--- config.mk ---
export PLATFORM = sky130hd
export DESIGN_NAME = init_ctrl_flat
export DESIGN_NICKNAME = d
export VERILOG_FILES = /design/src/rtl/init_ctrl_if.sv /design/src/rtl/init_ctrl.sv /design/src/flat_wrapper.sv
export SDC_FILE = /design/constraint.sdc
export NUM_CORES = 1
export LEC_CHECK = 0
export CAP_MARGIN = 25
export CORE_MARGIN = 4
export CORE_UTILIZATION = 44
export CTS_BUF_LIST = sky130_fd_sc_hd__clkbuf_4
export CTS_CLUSTER_SIZE = 28
export DETAILED_ROUTE_END_ITERATION = 16
export DONT_BUFFER_PORTS = 1
export SYNTH_ARGS = -nofsm -noshare
export SYNTH_HDL_FRONTEND = slang
export SYNTH_SLANG_ARGS = --single-unit
--- constraint.sdc ---
create_clock -name pmu_clk -period 2 [get_ports pmu_clk]
set_input_delay 0.1 -clock pmu_clk [delete_from_list [all_inputs] [get_ports pmu_clk]]
set_output_delay 0.1 -clock pmu_clk [all_outputs]
set_load 0.005 [all_outputs]
--- src/rtl/init_ctrl_if.sv ---
// NVM word-read port between the init controller and the NVM/IE read arbiter.
// rd_req is a registered level; rd_data is valid in the cycle rd_ack is high.
interface init_ctrl_if #(
   parameter int ADDR_W = 6
);
   logic              rd_req;
   logic [ADDR_W-1:0] rd_addr;
   logic              rd_ack;
   logic [15:0]       rd_data;

   modport master (
      output rd_req,
      output rd_addr,
      input  rd_ack,
      input  rd_data
   );

   modport slave (
      input  rd_req,
      input  rd_addr,
      output rd_ack,
      output rd_data
   );
endinterface

--- src/rtl/init_ctrl.sv ---
// INIT_ON responder: reads config words 0..3 from NVM, latches kill/lock/password
// status, then pulses init_done with a stable tag_status for the PMU.
//
// state  | meaning
// IDLE   | waiting for init_en; leaving it clears results and shadows
// ARM    | one settle cycle after enable
// ADDR   | first word address presented, rd_req still low
// REQ    | rd_req high, waiting for rd_ack or timeout
// GAP    | rd_req low for one cycle between words
// EVAL   | results derived from shadow words into the staging registers
// DONE   | staged results committed together with the init_done pulse
// HOLD   | results held until the PMU drops init_en
module init_ctrl #(
   parameter int ADDR_W     = 6,
   parameter int START_ADDR = 0,
   parameter int TO_MAX     = 255
) (
   input  logic          pmu_clk,
   input  logic          rst_n,
   input  logic          init_en,
   init_ctrl_if.master   nvm,
   output logic          init_done,
   output logic          tag_status,
   output logic [15:0]   lock_cfg,
   output logic          kill_pwd_nz,
   output logic          init_err
);

   localparam logic [ADDR_W-1:0] START_A = ADDR_W'(START_ADDR);
   localparam logic [7:0]        TO_LAST = 8'(TO_MAX - 1);

   typedef enum logic [2:0] {
      S_IDLE,
      S_ARM,
      S_ADDR,
      S_REQ,
      S_GAP,
      S_EVAL,
      S_DONE,
      S_HOLD
   } state_e;

   state_e            state_q,    state_d;
   logic [1:0]        idx_q,      idx_d;
   logic [1:0]        idx_nxt;
   logic [7:0]        to_cnt_q,   to_cnt_d;
   logic              rd_req_q,   rd_req_d;
   logic [ADDR_W-1:0] rd_addr_q,  rd_addr_d;

   logic              w0_kill_q,  w0_kill_d;
   logic [15:0]       w1_q,       w1_d;
   logic              pwd_nz_q,   pwd_nz_d;

   logic              stg_tag_q,  stg_tag_d;
   logic [15:0]       stg_lock_q, stg_lock_d;
   logic              stg_pwd_q,  stg_pwd_d;
   logic              stg_err_q,  stg_err_d;

   logic              done_q,     done_d;
   logic              tag_q,      tag_d;
   logic [15:0]       lock_q,     lock_d;
   logic              pwd_q,      pwd_d;
   logic              err_q,      err_d;

   assign idx_nxt = idx_q + 2'd1;

   always_ff @(posedge pmu_clk or negedge rst_n) begin
      if (!rst_n) begin
         state_q    <= S_IDLE;
         idx_q      <= 2'd0;
         to_cnt_q   <= 8'd0;
         rd_req_q   <= 1'b0;
         rd_addr_q  <= '0;
         w0_kill_q  <= 1'b0;
         w1_q       <= 16'h0000;
         pwd_nz_q   <= 1'b0;
         stg_tag_q  <= 1'b0;
         stg_lock_q <= 16'h0000;
         stg_pwd_q  <= 1'b0;
         stg_err_q  <= 1'b0;
         done_q     <= 1'b0;
         tag_q      <= 1'b0;
         lock_q     <= 16'h0000;
         pwd_q      <= 1'b0;
         err_q      <= 1'b0;
      end else begin
         state_q    <= state_d;
         idx_q      <= idx_d;
         to_cnt_q   <= to_cnt_d;
         rd_req_q   <= rd_req_d;
         rd_addr_q  <= rd_addr_d;
         w0_kill_q  <= w0_kill_d;
         w1_q       <= w1_d;
         pwd_nz_q   <= pwd_nz_d;
         stg_tag_q  <= stg_tag_d;
         stg_lock_q <= stg_lock_d;
         stg_pwd_q  <= stg_pwd_d;
         stg_err_q  <= stg_err_d;
         done_q     <= done_d;
         tag_q      <= tag_d;
         lock_q     <= lock_d;
         pwd_q      <= pwd_d;
         err_q      <= err_d;
      end
   end

   always_comb begin
      state_d    = state_q;
      idx_d      = idx_q;
      to_cnt_d   = to_cnt_q;
      rd_req_d   = rd_req_q;
      rd_addr_d  = rd_addr_q;
      w0_kill_d  = w0_kill_q;
      w1_d       = w1_q;
      pwd_nz_d   = pwd_nz_q;
      stg_tag_d  = stg_tag_q;
      stg_lock_d = stg_lock_q;
      stg_pwd_d  = stg_pwd_q;
      stg_err_d  = stg_err_q;
      done_d     = 1'b0;
      tag_d      = tag_q;
      lock_d     = lock_q;
      pwd_d      = pwd_q;
      err_d      = err_q;

      case (state_q)
         S_IDLE: begin
            if (init_en) begin
               idx_d     = 2'd0;
               to_cnt_d  = 8'd0;
               w0_kill_d = 1'b0;
               w1_d      = 16'h0000;
               pwd_nz_d  = 1'b0;
               tag_d     = 1'b0;
               lock_d    = 16'h0000;
               pwd_d     = 1'b0;
               err_d     = 1'b0;
               state_d   = S_ARM;
            end
         end
         S_ARM: begin
            if (!init_en) begin
               state_d = S_IDLE;
            end else begin
               rd_addr_d = START_A;
               state_d   = S_ADDR;
            end
         end
         S_ADDR: begin
            if (!init_en) begin
               state_d = S_IDLE;
            end else begin
               rd_req_d = 1'b1;
               state_d  = S_REQ;
            end
         end
         S_REQ: begin
            if (!init_en) begin
               rd_req_d = 1'b0;
               to_cnt_d = 8'd0;
               state_d  = S_IDLE;
            end else if (nvm.rd_ack) begin
               // ack beats a timeout expiring in the same cycle
               case (idx_q)
                  2'd0:    w0_kill_d = nvm.rd_data[0];
                  2'd1:    w1_d      = nvm.rd_data;
                  default: pwd_nz_d  = pwd_nz_q | (|nvm.rd_data);
               endcase
               rd_req_d = 1'b0;
               to_cnt_d = 8'd0;
               state_d  = S_GAP;
            end else if (to_cnt_q == TO_LAST) begin
               // fail-silent: report the tag as killed so the PMU parks
               rd_req_d   = 1'b0;
               to_cnt_d   = 8'd0;
               stg_tag_d  = 1'b1;
               stg_lock_d = 16'hFFFF;
               stg_pwd_d  = 1'b0;
               stg_err_d  = 1'b1;
               state_d    = S_DONE;
            end else begin
               to_cnt_d = to_cnt_q + 8'd1;
            end
         end
         S_GAP: begin
            if (!init_en) begin
               state_d = S_IDLE;
            end else if (idx_q == 2'd3) begin
               state_d = S_EVAL;
            end else begin
               idx_d     = idx_nxt;
               rd_addr_d = START_A + ADDR_W'(idx_nxt);
               rd_req_d  = 1'b1;
               state_d   = S_REQ;
            end
         end
         S_EVAL: begin
            if (!init_en) begin
               state_d = S_IDLE;
            end else begin
               stg_tag_d  = w0_kill_q;
               stg_lock_d = w1_q;
               stg_pwd_d  = pwd_nz_q;
               stg_err_d  = 1'b0;
               state_d    = S_DONE;
            end
         end
         S_DONE: begin
            // commit with the pulse so tag_status never rises ahead of init_done
            done_d  = 1'b1;
            tag_d   = stg_tag_q;
            lock_d  = stg_lock_q;
            pwd_d   = stg_pwd_q;
            err_d   = stg_err_q;
            state_d = S_HOLD;
         end
         S_HOLD: begin
            if (!init_en) begin
               state_d = S_IDLE;
            end
         end
         default: state_d = S_IDLE;
      endcase
   end

   assign nvm.rd_req  = rd_req_q;
   assign nvm.rd_addr = rd_addr_q;
   assign init_done   = done_q;
   assign tag_status  = tag_q;
   assign lock_cfg    = lock_q;
   assign kill_pwd_nz = pwd_q;
   assign init_err    = err_q;

endmodule

--- src/flat_wrapper.sv ---
// flat-port wrapper written by rule: the top's interface ports become plain ports
module init_ctrl_flat 
#(
   parameter int ADDR_W     = 6,
   parameter int START_ADDR = 0,
   parameter int TO_MAX     = 255
)
  (pmu_clk, rst_n, init_en, init_done, tag_status, lock_cfg, kill_pwd_nz, init_err, nvm_rd_req, nvm_rd_addr, nvm_rd_ack, nvm_rd_data);
  init_ctrl_if #(.ADDR_W(ADDR_W)) nvm_i ();
  input  logic pmu_clk;
  input  logic rst_n;
  input  logic init_en;
  output logic init_done;
  output logic tag_status;
  output logic [15:0] lock_cfg;
  output logic kill_pwd_nz;
  output logic init_err;
  output wire logic [$bits(nvm_i.rd_req)-1:0] nvm_rd_req;
  output wire logic [$bits(nvm_i.rd_addr)-1:0] nvm_rd_addr;
  input wire logic [$bits(nvm_i.rd_ack)-1:0] nvm_rd_ack;
  input wire logic [$bits(nvm_i.rd_data)-1:0] nvm_rd_data;
  assign nvm_rd_req = nvm_i.rd_req;
  assign nvm_rd_addr = nvm_i.rd_addr;
  assign nvm_i.rd_ack = nvm_rd_ack;
  assign nvm_i.rd_data = nvm_rd_data;
  init_ctrl #(.ADDR_W(ADDR_W), .START_ADDR(START_ADDR), .TO_MAX(TO_MAX)) u_core (.pmu_clk(pmu_clk), .rst_n(rst_n), .init_en(init_en), .nvm(nvm_i), .init_done(init_done), .tag_status(tag_status), .lock_cfg(lock_cfg), .kill_pwd_nz(kill_pwd_nz), .init_err(init_err));
endmodule
Word level (Yosys, flattened, before mapping)
Index checks and enable logic that the tools add are counted.

cells by class
  $add $sub $neg = 2
  equal/unequal tests = 25
  muxes and demuxes = 65
  bitwise gates (word level) = 1
  reductions and logical operators = 20

operator list
  kind                                                    number
  2-to-1 mux 16 bit                                       8
  one-hot mux 16 bit (2 select lines)                     3
  2-to-1 mux 8 bit                                        4
  inequality test 2 bit (second input constant)           13
  AND reduction 5 bit                                     5
  2-to-1 mux 3 bit                                        8
  one-hot mux 3 bit (8 select lines)                      1
  2-to-1 mux 1 bit                                        21
  2-to-1 mux 6 bit                                        3
  one-hot mux 1 bit (2 select lines)                      8
  one-hot mux 8 bit (2 select lines)                      1
  OR reduction 16 bit                                     1
  == test 3 bit (second input constant)                   4
  one-hot mux 6 bit (2 select lines)                      1
  2-to-1 mux 2 bit                                        5
  nonzero test 2 bit                                      5
  adder 8 x 1 -> 8 bit (second input constant)            1
  == test 8 bit (second input constant)                   1
  AND reduction 4 bit                                     2
  == test 3 x 2 -> 1 bit (second input constant)          2
  inequality test 4 x 3 -> 1 bit (second input constant)  1
  one-hot mux 2 bit (2 select lines)                      1
  AND reduction 2 bit                                     2
  == test 3 x 1 -> 1 bit (second input constant)          1
  11 further kinds                                        11

storage, ports and cells
  register bits = 77
  output and inout port bits = 27
  word-level logic and storage cells = 130

Depth between registers and ports, before layout
Gate-level depths: netlist (run 1).

  depth in word-level cells = 6
  gate-level depth with buffers = 7
  mapped depth without buffers = 6

Worst setup path before layout (run 1)
No wires, ideal clock.

  path type = reg-to-reg
  from = register u_core.to_cnt_q[0]
  to = register u_core.to_cnt_q[6]
  library setup time = 0.069 ns
  arrival = 1.600 ns
  required time = 1.931 ns
  setup slack = 0.331 ns
  cell stages (with the launch flop) = 7
  buffers on the path = 0
  clock period less this slack = 1.669 ns
  cells stage by stage = dfrtp_1 -> inv_1 -> ha_1 -> and3_1 -> a211o_1 -> or3_1 -> nand3_1

on the way
  cells in the longest elaborated chain, start to end = 5
  elaborated cells between the ends (all ways) = 6

ends and longest elaborated chain
  element                                                       RTL line                            source
  start: declaration                                            init_ctrl.sv:46                     logic [7:0] to_cnt_q, to_cnt_d;
  start signal: assignment                                      init_ctrl.sv:89                     to_cnt_q <= to_cnt_d;
  adder 8 x 1 -> 8 bit / == test 8 bit (equally long branches)  init_ctrl.sv:182, init_ctrl.sv:172
  2-to-1 mux 8 bit *                                            init_ctrl.sv:172                    end else if (to_cnt_q == TO_LAST) begin
  2-to-1 mux 8 bit *                                            init_ctrl.sv:162                    end else if (nvm.rd_ack) begin
  2-to-1 mux 8 bit *                                            init_ctrl.sv:158                    if (!init_en) begin
  one-hot mux 8 bit (2 select lines) *                          init_ctrl.sv:126                    case (state_q)

Every way passes the cells marked *; elsewhere a longest branch is shown, timed or not.
A chain may end at the register's enable or synchronous reset.

Final worst setup path (run 1)
  from = register u_core.to_cnt_q[0]
  to = register u_core.to_cnt_q[4]

The elaborated chain is that of the path after synthesis.

==> results of run 1 <==
[logic make-up after synthesis]
family | after synthesis
flops | 73
mux | 3
buf+inv | 31
fa+ha+maj | 6
xor+xnor | 1
other cells | 1
simple gates | 89
compound gates | 91
[flip-flops by register name, indices dropped and copies added (netlist names), 2 cells and up]
signal              cells
u_core.lock_cfg        16
u_core.stg_lock_q      16
u_core.w1_q            16
u_core.to_cnt_q         8
u_core.state_q          3
u_core.idx_q            2
u_core.nvm.rd_addr      2
[how the worst min path moves through the flow]
stage                     depth (start not counted)                  end           start
after floorplan                                   0      u_core.idx_q[0]           rst_n
after global placement                            0  u_core.lock_cfg[15]           rst_n
after detailed placement                          0  u_core.lock_cfg[15]           rst_n
after CTS                                         4      u_core.pwd_nz_q  nvm_rd_data[3]
after global routing                              2   u_core.to_cnt_q[1]      nvm_rd_ack
final                                             4      u_core.pwd_nz_q  nvm_rd_data[3]
[metal layers]
metal / GRT usage (%) / up-vias / wire length, um
li1: - / 1120 / -
met5: 0 / - / 0
met3: 5.74 / 5 / 401
met1: 23.0 / 1128 / 3450
met2: 27.8 / 56 / 3450
met4: 5.05 / 0 / 65
[critical path: stages (launching register included)]
cell     delay, ps
dfrtp_1        470
inv_1           70
ha_1           180
and3_1         200
a211o_1        430
or3_1          370
nand3_1         80
[power groups by stage]
stage | clock (mW) | sequential, mW | combinational (mW)
after floorplan | 0 | 1.67 | 0.219
after global placement | 0 | 1.69 | 0.233
after detailed placement | 0 | 1.70 | 0.238
after CTS | 0.927 | 1.67 | 0.315
after global routing | 0.995 | 1.68 | 0.348
final | 0.892 | 1.67 | 0.310
[synth_stat cells, types with 2 or more instances]
cell type,number
buf_4,5
and3_1,2
mux2_2,3
a22o_1,20
nor2_1,4
a21oi_1,7
o22a_1,17
or3_1,3
nor4_1,4
nor3b_1,2
o22ai_1,3
nor2b_1,2
o21ai_1,2
clkbuf_1,6
ha_1,6
dfrtp_1,73
a31oi_1,3
nand3_1,10
o21ai_2,14
nand2_1,45
o21ai_0,13
buf_2,7
a21o_1,3
o21a_1,2
nor3_1,4
inv_1,9
nand4_1,2
nand2b_1,5
buf_6,4
[area by class of cell]
| class | instances | area share [%] |
|---|---|---|
| clock buffer | 9 | 1.82 |
| clock inverter | 7 | 1.68 |
| inverter | 9 | 0.909 |
| multi-input combinational | 194 | 34.7 |
| sequential | 73 | 49.2 |
| tap | 99 | 3.33 |
| timing repair buffer | 32 | 8.35 |
[per-stage QoR]
stage / instance area [sq um] / instances / worst slack [ps]
after floorplan: 3290 / 298 / 331
after global placement: 3360 / 386 / 186
after detailed placement: 3360 / 386 / 169
after CTS: 3720 / 423 / 151
after global routing: 3720 / 423 / 50.7
final: 3720 / 423 / 146
[cell usage in the layout, fill, tap and decap left out, drive strengths merged, types with 2 or more instances in the layout]
cell / count
a21o: 3
nand2b: 5
clkinvlp: 3
o22a: 17
nand4: 2
dlygate4sd3: 20
conb: 4
o22ai: 3
a22o: 20
nor3: 4
inv: 13
nand3: 10
mux2: 3
nand2: 45
dfrtp: 73
o21a: 2
and3: 2
o21ai: 29
nand3b: 2
nor2: 4
a21oi: 7
buf: 12
nor3b: 2
ha: 6
nor2b: 2
nor4: 4
a31oi: 3
clkbuf: 9
or3: 3
[what timing repair did]
item / in CTS / in global routing
setup endpoints to repair: 0 / 0
endpoints found under the hold margin: 104 / 0
hold buffers: 21 / 0
==> results.sh, run 1 <==
export IMPL_p_leak_nw=1.71
export IMPL_synth_seq_area_share_pct=55.7
export IMPL_maxCapViolations=0
export IMPL_skew_ps=18.4
export IMPL_hold_slack_ps=36.3
export IMPL_final_nets=345
export IMPL_muxShareOfSynthArea_pct=1.03
export IMPL_post_cts_buffers=0
export IMPL_finalPower_mw=2.87
export IMPL_clock_sinks=73
export IMPL_drc=0
export IMPL_ant_nets=0
export IMPL_antenna_cells=0
export IMPL_synth_top_area_cell="dfrtp_1"
export IMPL_status="completed"
export IMPL_synth_seq_cells=73
export IMPL_post_synth_xor_area_fraction_pct=0.267
export IMPL_synth_compound_gate_area_share_pct=21.7
export IMPL_async_flop_share_pct=100
export IMPL_fill_cells=683
export IMPL_rsz0062_at_grt="false"
export IMPL_p_per_area_nw_per_um2=772
export IMPL_grt_total_usage_pct=17.5
export IMPL_p_int_mw=2.01
export IMPL_wirelength_um=7370
export IMPL_period_share_pct=92.7
export IMPL_ctsResizeCount=0
export IMPL_cts_tree="yes"
export IMPL_r2r_end="u_core.to_cnt_q[4]"
export IMPL_setup_worst_path_end="u_core.to_cnt_q[4]"
export IMPL_startpoint_type="flip-flop"
export IMPL_io_buffers=0
export IMPL_drt_iter0_markers=104
export IMPL_overflow=0
export IMPL_hold_violations=0
export IMPL_finalSetupViolations=0
export IMPL_worst_path_max_fanout=8
export IMPL_cts_root_buffer="clkbuf_4"
export IMPL_cts_htree_levels=3
export IMPL_numCtsBuffers=9
export IMPL_p_sw_share_pct=29.9
export IMPL_post_drt_wl_per_cell_um=17.4
export IMPL_area_growth_pct=13.3
export IMPL_fin_crit_ps=1850
export IMPL_ff2ff_setup_slack_ps=150
export IMPL_core_sq_um=7250
export IMPL_firstDrtPassIters=4
export IMPL_hold_path_class="input port to flip-flop"
export IMPL_grt_pass1_vias=2266
export IMPL_grt_pass1_wl_um=11900
export IMPL_die_w_um=94.4
export IMPL_critPathKind="flip-flop to flip-flop"
export IMPL_multi_input_area_sq_um=1290
export IMPL_globalplace_congestion=0.848
export IMPL_yosys_area_share_adder_pct=2.29
export IMPL_synth_edf_count=0
export IMPL_final_util_pct=51.2
export IMPL_ir_worst_vdd_v=0.000281
export IMPL_drv_slew=0
export IMPL_synth_top_area_share_pct=55.7
export IMPL_drive_gt1_share_pct=15.1
export IMPL_synth_top_family_by_area="compound AO/OA/AOI/OAI gates"
export IMPL_io_pins=47
export IMPL_cts_buffer_depth=2
export IMPL_critPathCaptureType="flip-flop"
export IMPL_required_ps=2370
export IMPL_synth_simple_area_share_pct=13.6
export IMPL_ys_flop_type="dfrtp_1"
export IMPL_fmax_ghz=0.539
export IMPL_synth_area_sq_um=3280
export IMPL_clkLatencyLatePin_ps=430
export IMPL_synth_cell_types=44
export IMPL_synth_area_leaders="dfrtp_1 56%, a22o_1 5.3%, nand2_1 5.1%"
export IMPL_p_comb_share_pct=10.8
export IMPL_p_switching_uw=857
export IMPL_crit_path_start="u_core.to_cnt_q[0]"
export IMPL_regToRegStartpoint="u_core.to_cnt_q[0]"
export IMPL_worstPathArrival_ps=2220
export IMPL_final_setup_tns_ps=0
export IMPL_regArea_sq_um=1830
export IMPL_dieArea_sq_um=8900
export IMPL_p_clk_share_pct=31.1
export IMPL_syn_area_per_cell_sq_um=11.1
export IMPL_start_util_pct=45.2
export IMPL_reg2regPathDepth=6
export IMPL_vias=2309
export IMPL_rows=31
export IMPL_grt_max_degree=74
export IMPL_die_h_um=94.4
export IMPL_antenna_found_initial=0
export IMPL_synth_cells=295
export IMPL_path_clk_slew_ps=130
export IMPL_yosysWarnings=0
export IMPL_viasPerCell=5.46
export IMPL_pwr_share_seq_pct=58.1
export IMPL_post_dp_hpwl_um=4610
Note: power is estimated with default switching activity, not from simulation.
==> run 2: changes to the inputs <==
Settings changed: ABC_AREA from default to 1.
==> run 2 against run 1 <==
Total power is 57% higher. Critical endpoint is now u_core.w1_q[0]. Register-to-register slack better by 70 ps. Highest routed layer unchanged. Via count is 13% higher. Clock power is 21% higher. Synthesized cell count is 38% higher.
==> results.sh, run 2 <==
export IMPL_die_h_um=96.4
export IMPL_critPathKind="flip-flop to flip-flop"
export IMPL_yosysWarnings=0
export IMPL_critPathCaptureType="flip-flop"
export IMPL_die_w_um=96.4
export IMPL_drive_gt1_share_pct=9.93
export IMPL_required_ps=2290
export IMPL_grt_total_usage_pct=17.2
export IMPL_synth_area_sq_um=3430
export IMPL_worst_slack_ps=220
export IMPL_muxShareOfSynthArea_pct=0
export IMPL_rows=31
export IMPL_start_util_pct=46.4
export IMPL_cts_root_buffer="clkbuf_4"
export IMPL_dpl_cell_count=495
export IMPL_cts_htree_levels=3
export IMPL_finalSetupViolations=0
export IMPL_area_growth_pct=12.5
export IMPL_antenna_found_initial=0
export IMPL_antenna_cells=0
export IMPL_synth_top_area_share_pct=53.2
export IMPL_wirelength_um=7460
export IMPL_synth_most_common_cell="nand2_1"
export IMPL_post_dp_hpwl_um=4700
export IMPL_overflow=0
export IMPL_dieArea_sq_um=9280
export IMPL_grt_pass1_wl_um=12100
export IMPL_maxCapViolations=0
export IMPL_cts_tree="yes"
export IMPL_synth_edf_count=0
export IMPL_core_sq_um=7410
export IMPL_synth_seq_cells=73
export IMPL_worst_path_max_fanout=32
export IMPL_path_clk_slew_ps=120
export IMPL_hold_slack_ps=41.5
export IMPL_grt_pass1_vias=2566
export IMPL_synth_cell_types=30
export IMPL_viasPerCell=4.89
export IMPL_grt_max_degree=74
export IMPL_synth_top_area_cell="dfrtp_1"
export IMPL_mostFrequentLayoutCell="nand2_1"
export IMPL_synth_compound_gate_area_share_pct=11.4
export IMPL_status="completed"
export IMPL_p_leak_nw=1.92
export IMPL_globalplace_congestion=0.873
export IMPL_synth_seq_area_share_pct=53.2
export IMPL_p_per_area_nw_per_um2=1170
export IMPL_synth_common_cells="100 x nand2_1, 73 x dfrtp_1, 45 x nor2_1"
export IMPL_ir_worst_vdd_v=0.000506
export IMPL_async_flop_share_pct=100
export IMPL_drc=0
export IMPL_io_buffers=0
export IMPL_startpoint_type="flip-flop"
export IMPL_io_pins=47
export IMPL_synth_cells=408
export IMPL_finalPower_mw=4.52
export IMPL_fin_cells=532
export IMPL_numCtsBuffers=9
export IMPL_post_synth_xor_area_fraction_pct=0
export IMPL_rsz0062_at_grt="false"
export IMPL_hold_violations=0
export IMPL_clkLatencyLatePin_ps=420
export IMPL_ctsResizeCount=0
export IMPL_fill_cells=694
export IMPL_post_cts_buffers=0
export IMPL_synth_simple_area_share_pct=24.1
export IMPL_drv_slew=0
export IMPL_synth_area_leaders="dfrtp_1 53%, nand2_1 11%, nor2_1 4.9%"
export IMPL_worstPathArrival_ps=2070
export IMPL_fmax_ghz=0.562
export IMPL_period_share_pct=89.0
export IMPL_slew_headroom_pct=63.1
export IMPL_worstMarginPinSlew_ps=552
export IMPL_clock_sinks=73
export IMPL_syn_area_per_cell_sq_um=8.42
export IMPL_skew_ps=14.9
export IMPL_vias=2600
export IMPL_hold_path_class="input port to flip-flop"
export IMPL_cts_buffer_depth=2
export IMPL_drt_iter0_markers=128
export IMPL_final_nets=454
export IMPL_ant_nets=0
export IMPL_firstDrtPassIters=4
export IMPL_post_drt_wl_per_cell_um=14.0
export IMPL_fin_crit_ps=1780
export IMPL_synth_top_family_by_area="simple AND/OR/NAND/NOR gates"
export IMPL_yosys_area_share_adder_pct=2.19
export IMPL_final_setup_tns_ps=0
export IMPL_hold_buffers=21
export IMPL_place_ws_ps=226
export IMPL_mostFrequentLayoutCells="100 x nand2_1, 73 x dfrtp_1, 45 x nor2_1, 43 x inv_1, 31 x nand3_1"
export IMPL_ys_flop_type="dfrtp_1"
## run 2: path summary, 6_finish.rpt
check                                   from              endpoint  slack [ps]  cells past startpoint
setup reg to reg           u_core.state_q[1]        u_core.w1_q[0]         220                      6
hold reg to reg              u_core.pwd_nz_q      u_core.stg_pwd_q         480                      2
min in group asynchronous              rst_n    u_core.lock_cfg[8]         210                      2
hold / removal                       init_en     u_core.state_q[0]          40                      4
max in group asynchronous              rst_n  u_core.stg_lock_q[7]        1480                      2
setup / recovery           u_core.state_q[1]        u_core.w1_q[0]         220                      6
## run 2: power breakdown
group	leakage [nW]	total (mW)	switching [mW]	internal (mW)
sequential	0.943	2.18	0.267	1.92
combinational	0.886	1.26	0.822	0.436
clock	0.0910	1.08	0.548	0.528
## run 2: metal layers
| layer | GRT usage, % | share of wire [%] | up-vias |
|---|---|---|---|
| met1 | 23.5 | 47 | 1183 |
| met3 | 5.00 | 7.3 | 15 |
| met5 | 0 | 0 | - |
| met2 | 25.2 | 44 | 70 |
| met4 | 7.94 | 2.0 | 0 |
| li1 | - | - | 1332 |
## run 2: cell type report
type / count / area, sq um / area share, %
inverter: 44 / 165 / 4.27
sequential: 73 / 1830 / 47.3
tap: 99 / 124 / 3.20
multi-input combinational: 273 / 1310 / 33.9
clock inverter: 6 / 91.3 / 2.36
clock buffer: 10 / 75.1 / 1.94
timing repair buffer: 27 / 273 / 7.06
## run 2: per-stage QoR
stage,utilization [%],instance area (sq um)
3_5_place_dp,46.9,3470
5_1_grt,52.2,3860
2_1_floorplan,-,3450
6_report,52.2,3860
3_3_place_gp,46.9,3470
4_1_cts,52.2,3860
## run 2: cells by family (layout without fill, tap and decap cells)
logic type / Yosys count / in the layout
AOI/OAI and AO/OA: 69 / 69
adders and majority gates: 6 / 6
buffers and inverters: 65 / 87
DFF: 73 / 73
other: 1 / 4
and+or+nand+nor: 194 / 194
## run 2: worst max-delay path: stages, from the launching register on
cell	delay (ps)
dfrtp_1	460
nor2_2	270
nand2_1	130
nand2_2	200
nand2_2	360
nand2_1	150
o21ai_1	70
